<file path="src/rtl/fetch_thread_sched_if.sv">
// Fetch scheduler bus: per-thread enables, miss/fill/replay events and the
// fetch valid/ready handshake between the scheduler and the front end.
interface fetch_thread_sched_if #(
  parameter int unsigned NTHREADS = 4,
  parameter int unsigned TID_W    = 2
);
  logic [NTHREADS-1:0] thread_en;
  logic                fetch_ready;
  logic                fetch_valid;
  logic [TID_W-1:0]    fetch_thread;
  logic                miss;
  logic [TID_W-1:0]    miss_thread;
  logic                fill_done;
  logic [TID_W-1:0]    fill_thread;
  logic                replay;
  logic [TID_W-1:0]    replay_thread;
  logic [NTHREADS-1:0] thread_ready;

  modport master (
    input  thread_en, fetch_ready, miss, miss_thread, fill_done, fill_thread,
           replay, replay_thread,
    output fetch_valid, fetch_thread, thread_ready
  );

  modport slave (
    output thread_en, fetch_ready, miss, miss_thread, fill_done, fill_thread,
           replay, replay_thread,
    input  fetch_valid, fetch_thread, thread_ready
  );
endinterface

</file>
<file path="src/rtl/fetch_thread_sched.sv">
// Per-cycle fetch thread selector: per-thread HALTED/READY/WAIT_MISS/BLOCKED
// tracking with round-robin grant among READY threads.
module fetch_thread_sched #(
  parameter int unsigned NTHREADS      = 4,
  parameter int unsigned TID_W         = 2,
  parameter int unsigned REPLAY_CYCLES = 3
) (
  input  logic                 clk,
  input  logic                 rst,
  fetch_thread_sched_if.master bus
);

  typedef enum logic [1:0] {HALTED, READY, WAIT_MISS, BLOCKED} state_t;

  state_t              state_q [NTHREADS];
  state_t              state_d [NTHREADS];
  logic [3:0]          cnt_q   [NTHREADS];
  logic [3:0]          cnt_d   [NTHREADS];
  logic [TID_W-1:0]    ptr_q;
  logic [TID_W-1:0]    ptr_d;
  logic [TID_W-1:0]    grant;
  logic                any_ready;
  logic [NTHREADS-1:0] ready;

  always_comb begin
    ready = '0;
    for (int unsigned i = 0; i < NTHREADS; i++)
      ready[i] = (state_q[i] == READY);
  end

  // Search starts at ptr; TID_W-bit addition wraps mod NTHREADS.
  always_comb begin
    grant     = '0;
    any_ready = 1'b0;
    for (int unsigned k = 0; k < NTHREADS; k++) begin
      if (!any_ready && ready[ptr_q + TID_W'(k)]) begin
        any_ready = 1'b1;
        grant     = ptr_q + TID_W'(k);
      end
    end
  end

  assign bus.fetch_valid  = any_ready;
  assign bus.fetch_thread = grant;
  assign bus.thread_ready = ready;

  always_comb begin
    ptr_d = ptr_q;
    if (any_ready && bus.fetch_ready)
      ptr_d = grant + TID_W'(1);
  end

  always_comb begin
    for (int unsigned i = 0; i < NTHREADS; i++) begin
      logic miss_i, fill_i, replay_i;
      miss_i     = bus.miss      && (bus.miss_thread   == TID_W'(i));
      fill_i     = bus.fill_done && (bus.fill_thread   == TID_W'(i));
      replay_i   = bus.replay    && (bus.replay_thread == TID_W'(i));
      state_d[i] = state_q[i];
      cnt_d[i]   = cnt_q[i];
      if (!bus.thread_en[i]) begin
        state_d[i] = HALTED;
        cnt_d[i]   = '0;
      end else begin
        unique case (state_q[i])
          HALTED: state_d[i] = READY;
          READY: begin
            if (miss_i) begin
              state_d[i] = WAIT_MISS;
            end else if (replay_i) begin
              state_d[i] = BLOCKED;
              cnt_d[i]   = 4'(REPLAY_CYCLES);
            end
          end
          WAIT_MISS: begin
            if (!miss_i && fill_i)
              state_d[i] = READY;
          end
          BLOCKED: begin
            if (miss_i) begin
              state_d[i] = WAIT_MISS;
              cnt_d[i]   = '0;
            end else if (replay_i) begin
              cnt_d[i] = 4'(REPLAY_CYCLES);
            end else if (cnt_q[i] <= 4'd1) begin
              state_d[i] = READY;
              cnt_d[i]   = '0;
            end else begin
              cnt_d[i] = cnt_q[i] - 4'd1;
            end
          end
          default: state_d[i] = HALTED;
        endcase
      end
    end
  end

  always_ff @(posedge clk or negedge rst) begin
    if (!rst) begin
      ptr_q <= '0;
      for (int unsigned i = 0; i < NTHREADS; i++) begin
        state_q[i] <= HALTED;
        cnt_q[i]   <= '0;
      end
    end else begin
      ptr_q <= ptr_d;
      for (int unsigned i = 0; i < NTHREADS; i++) begin
        state_q[i] <= state_d[i];
        cnt_q[i]   <= cnt_d[i];
      end
    end
  end

endmodule

</file>
<file path="src/flat_wrapper.sv">
// flat-port wrapper written by rule: the top's interface ports become plain ports
module fetch_thread_sched_flat 
#(
  parameter int unsigned NTHREADS      = 4,
  parameter int unsigned TID_W         = 2,
  parameter int unsigned REPLAY_CYCLES = 3
)
  (clk, rst, bus_thread_en, bus_fetch_ready, bus_miss, bus_miss_thread, bus_fill_done, bus_fill_thread, bus_replay, bus_replay_thread, bus_fetch_valid, bus_fetch_thread, bus_thread_ready);
  fetch_thread_sched_if #(.NTHREADS(NTHREADS), .TID_W(TID_W)) bus_i ();
  input  logic clk;
  input  logic rst;
  input wire logic [$bits(bus_i.thread_en)-1:0] bus_thread_en;
  input wire logic [$bits(bus_i.fetch_ready)-1:0] bus_fetch_ready;
  input wire logic [$bits(bus_i.miss)-1:0] bus_miss;
  input wire logic [$bits(bus_i.miss_thread)-1:0] bus_miss_thread;
  input wire logic [$bits(bus_i.fill_done)-1:0] bus_fill_done;
  input wire logic [$bits(bus_i.fill_thread)-1:0] bus_fill_thread;
  input wire logic [$bits(bus_i.replay)-1:0] bus_replay;
  input wire logic [$bits(bus_i.replay_thread)-1:0] bus_replay_thread;
  output wire logic [$bits(bus_i.fetch_valid)-1:0] bus_fetch_valid;
  output wire logic [$bits(bus_i.fetch_thread)-1:0] bus_fetch_thread;
  output wire logic [$bits(bus_i.thread_ready)-1:0] bus_thread_ready;
  assign bus_i.thread_en = bus_thread_en;
  assign bus_i.fetch_ready = bus_fetch_ready;
  assign bus_i.miss = bus_miss;
  assign bus_i.miss_thread = bus_miss_thread;
  assign bus_i.fill_done = bus_fill_done;
  assign bus_i.fill_thread = bus_fill_thread;
  assign bus_i.replay = bus_replay;
  assign bus_i.replay_thread = bus_replay_thread;
  assign bus_fetch_valid = bus_i.fetch_valid;
  assign bus_fetch_thread = bus_i.fetch_thread;
  assign bus_thread_ready = bus_i.thread_ready;
  fetch_thread_sched #(.NTHREADS(NTHREADS), .TID_W(TID_W), .REPLAY_CYCLES(REPLAY_CYCLES)) u_core (.clk(clk), .rst(rst), .bus(bus_i));
endmodule
</file>
<file path="config.mk">
export PLATFORM = sky130hd
export DESIGN_NAME = fetch_thread_sched_flat
export DESIGN_NICKNAME = d
export VERILOG_FILES = /design/src/rtl/fetch_thread_sched_if.sv /design/src/rtl/fetch_thread_sched.sv /design/src/flat_wrapper.sv
export SDC_FILE = /design/constraint.sdc
export NUM_CORES = 1
export LEC_CHECK = 0
export ABC_AREA = 1
export CAP_MARGIN = 40
export CELL_PAD_IN_SITES_DETAIL_PLACEMENT = 1
export CELL_PAD_IN_SITES_GLOBAL_PLACEMENT = 1
export CORE_UTILIZATION = 46
export DETAILED_ROUTE_END_ITERATION = 10
export DONT_BUFFER_PORTS = 1
export PLACE_DENSITY = 0.89
export SKIP_LAST_GASP = 1
export SLEW_MARGIN = 10
export SYNTH_ARGS = -nofsm -noshare
export SYNTH_HDL_FRONTEND = slang
export SYNTH_SLANG_ARGS = --single-unit
</file>
<file path="constraint.sdc">
create_clock -name clk -period 1.6 [get_ports clk]
set_input_delay 0.32 -clock clk [delete_from_list [all_inputs] [get_ports clk]]
set_output_delay 0.32 -clock clk [all_outputs]
set_load 0.02 [all_outputs]
</file>
* Yosys cells after proc, flatten, opt, wreduce, memory -nomap -nowiden
Index checks and enable logic that the tools add are counted.
Storage, ports and cells: register bits 26, bits of input ports 16, logic and storage cells 192
Cells by class: add/subtract/negate cells 8, magnitude comparators 8, eq/ne operators 49, multiplexer cells 76, reductions and logical operators 42
Operator list (count):
- $mux 4 | 24
- $mux 2 | 32
- $pmux 2 s4 | 4
- $pmux 4 s2 | 4
- $eq 2x2->1 const B | 14
- $ne 3x3->1 const B | 8
- $logic_and 1x1->1 | 20
- $le 4x1->1 const B | 4
- $ne 4x2->1 const B | 4
- $ne 4x3->1 const B | 4
- $ne 4x4->1 const B | 4
- $reduce_and 4->1 | 4
- $sub 4x1->4 const B | 4
- $eq 2x1->1 const B | 7
- $logic_not 2->1 | 7
- $lt 2x3->1 const B | 4
- $ne 3x1->1 const B | 4
- $ne 3x2->1 const B | 4
- $reduce_and 3->1 | 4
- $bmux 1 s2 | 4
- $mux 1 | 8
- $logic_not 1->1 | 7
- $add 2x1->2 const B | 2
- $add 2x2->2 const B | 2

* Longest topological paths before layout
depth in word-level cells 14, depth in mapped cells 14, mapped depth without buffers 13

* Least setup slack after synthesis
No wires, ideal clock.
path type flip-flop to output port, start register with a tool-made name, end output bus_fetch_thread[1], arrival 1240 ps, required time 1280 ps, setup slack 40 ps, cell stages (with the launch flop) 11, path buffers 1, cell sequence dfrtp_1 -> buf_6 -> inv_6 -> nand2_1 -> nand2_2 -> nand3_2 -> nand2_4 -> nand3_4 -> nor2_1 -> inv_1 -> nand2_2
RTL lines:
- end: declaration | RTL line flat_wrapper.sv:21 | output wire logic [$bits(bus_i.fetch_thread)-1:0] bus_fetch_thread;

==> qor.txt <==
Run status - complete, but fails checks
Violated checks - setup timing
Fillcell total - 542
Mapped Nets - 326
EDFF count, synth - 0
Switch Pwr - 2380 uW
Clk_skew - 0.00855 ns
Core area - 4350 um^2
Reg2Reg Depth - 12
Finish-stage setup viols - 6
Comb power frac - 0.692
Crit end category - primary output
RSZ-0062 raised after global routing - yes
Total number of vias - 2330
Worst Hold End - u_core.state_q[3]
Diodes inserted - 0
Sequential area share after synthesis - 0.313
YS warnings - 0
# port buffers - 0
Rel. slew slack - 0.762
Routed WL - 7370 um
Largest net degree at the start of global routing - 27
DRT iter0 DRCs - 90
Reg clk slew, reported paths - 0.10 ns
Leading area contributor after synthesis - dfrtp_1
Mapped Avg Cell Area - 6.89 um^2
Hold-critical path depth - 2
Int Pwr - 2180 uW
Final hold vios - 0
H-tree depth - 1
Drt pass-1 iters - 4
Post-route minimum period - 2.08 ns
Clock sink count - 26
Clock share of power - 0.089
Vias in the first global route - 2212
Final HPWL DP - 4400 um
Crit path max fanout - 7
Clk Tree Root Cell - clkbuf_8
Sequential power share - 0.219
First-pass GRT wire length - 10100 um
Data required, critical path - 1.28 ns
Die area - 4800 um^2
F_max - 481 MHz
CTS tree - built
# DRC - 0
Initial Util - 0.478
Power density over cell area - 1670 nW/um^2
Clock Tree Buf Depth - 2
Remaining global-route overflow - 0
Final slew viol count - 0
Netlist Area Pre-Place - 2080 um^2
Max-Cap Viols - 0
Final ANT Viol Nets - 0
CP startpoint kind - flop
Site row count - 24
Gpl congestion - 0.841
Synth top area share - 0.313
Vias per inst - 5.94
Synth Register Bits - 26
Worst-Margin Slew - 0.354 ns
Area Growth Syn to Fin - 31.1%
Synth async-reset ratio - 1.00
LEAKAGE - 0.00133 uW
Routed WL per cell - 18.8 um
CP arrival - 1.76 ns
Peak supply drop - 1110 uV
Switching Share - 0.522
Layout cells sized above 1 - 0.321
Worst hold path type - in -> reg
Total track usage - 0.257
Num ports - 23
Chip height - 69.3 um
CTS buffer count - 3
Nets - 366
Register-to-register setup slack - -0.24 ns
Final core utilization - 0.627
Dpl ws - -0.103 ns
Hold wc startpoint - bus_thread_en[2]
Worst skew pair latency - 0.28 ns
Initial antenna violation count - 0
Synthesized instance count - 302
Ys flop type - dfrtp_1
Die width - 69.3 um
Final worst path period share - 1.30
Post-synth cell types - 32
Setup ws final - -0.480 ns
Kind of critical path - reg -> out
Top cells by area, synth - dfrtp_1, nand2_1, inv_1
## logic make-up (layout without fill, tap and decap cells)
family	after synthesis	count (layout)	synth area share
buffers and inverters	50	88	0.104
and+or+nand+nor	166	166	0.395
DFF	26	26	0.313
AOI/OAI and AO/OA	52	52	0.140
adders and majority gates	8	8	0.0481
## area by class of cell
| type | instances | area (um^2) | area share |
|---|---|---|---|
| Multi-Input combinational cell | 226 | 1470 | 0.538 |
| Sequential cell | 26 | 654 | 0.240 |
| Timing Repair Buffer | 38 | 308 | 0.113 |
| Inverter | 47 | 191 | 0.0702 |
| Tap cell | 52 | 65.1 | 0.0238 |
| Clock buffer | 3 | 41.3 | 0.0151 |
## Yosys cell counts, drive strengths merged (2+ instances only)
cell type / instances
o21a: 2
o211ai: 5
nor3: 15
nand4: 8
nor3b: 2
a21oi: 17
buf: 2
nand2: 65
and3: 4
ha: 8
inv: 47
nor2: 30
nand3: 40
dfrtp: 26
o21ai: 25
## power by group through the flow
stage	Combinational [uW]	Clock, uW	Sequential, uW
after floorplan	1640	0	941
after global placement	2170	0	948
after detailed placement	2260	0	955
after CTS	2450	388	951
after global routing	3390	422	1020
final	3160	407	997
## metal layers
layer | global-route usage | part of all wire | up-vias
met3 | 0.0480 | 0.046 | 15
met4 | 0.0522 | 0.021 | 0
met2 | 0.470 | 0.51 | 61
met5 | 0 | 0 | -
met1 | 0.311 | 0.42 | 1165
li1 | - | - | 1089
## registers in the layout, summed over array words and instances (netlist names), named ones only
name / count
u_core.cnt_q: 16
u_core.state_q: 8
u_core.ptr_q: 1
## what timing repair did
| action | CTS | global route |
|---|---|---|
| pin swaps | 10 | 32 |
| buffers inserted | 2 | 10 |
| hold endpoints to repair | 26 | 0 |
| gates resized for setup | 12 | 63 |
| hold buffers | 2 | 0 |
| endpoints found under the setup margin | 7 | 23 |
## cell usage in the layout (no fill, tap or decap), drive strengths merged, types with 2 or more instances in the layout
cell,synthesis,final
and3,4,4
clkbuf,1,3
o21a,2,2
o211ai,5,5
nor2,30,30
nand3,40,40
ha,8,8
nand4,8,8
dfrtp,26,26
o21ai,25,25
nor3b,2,2
nor3,15,15
nand2,65,65
a21oi,17,17
buf,2,37
inv,47,46
## worst max-delay path, cell delays in order (launching register included)
cell and delay, ns:
dfrtp_1 0.43, buf_6 0.16, clkinv_8 0.09, nand3_4 0.10
nand2_2 0.09, nand2_1 0.06, nand2_1 0.11, nand2_1 0.08
nand2_1 0.10, nand3_2 0.11, nand2_4 0.13
## worst max-delay path by stage
stage | startpoint | end | slack [ns] | cells past startpoint
floorplan | flop | bus_fetch_thread[1] | 0.04 | 10
finish | flop | bus_fetch_thread[0] | -0.48 | 10
CTS | flop | bus_fetch_thread[0] | -0.40 | 10
global route | flop | bus_fetch_thread[0] | -0.54 | 10
global placement | flop | u_core.ptr_q[1] | -0.05 | 13
detailed placement | flop | bus_fetch_thread[1] | -0.10 | 10
## metrics by stage
stage / TNS [ns] / cells / hold WS [ns] / power (uW) / cell area (um^2)
after global routing: -2.43 / 392 / 0.146 / 4830 / 2730
after floorplan: 0 / 302 / 0.0244 / 2580 / 2080
after global placement: -0.113 / 375 / 0.0252 / 3120 / 2290
after CTS: -1.21 / 382 / 0.151 / 3790 / 2430
final: -1.73 / 392 / 0.150 / 4560 / 2730
after detailed placement: -0.363 / 375 / 0.0252 / 3210 / 2290
(Power assumes the default switching activity.)
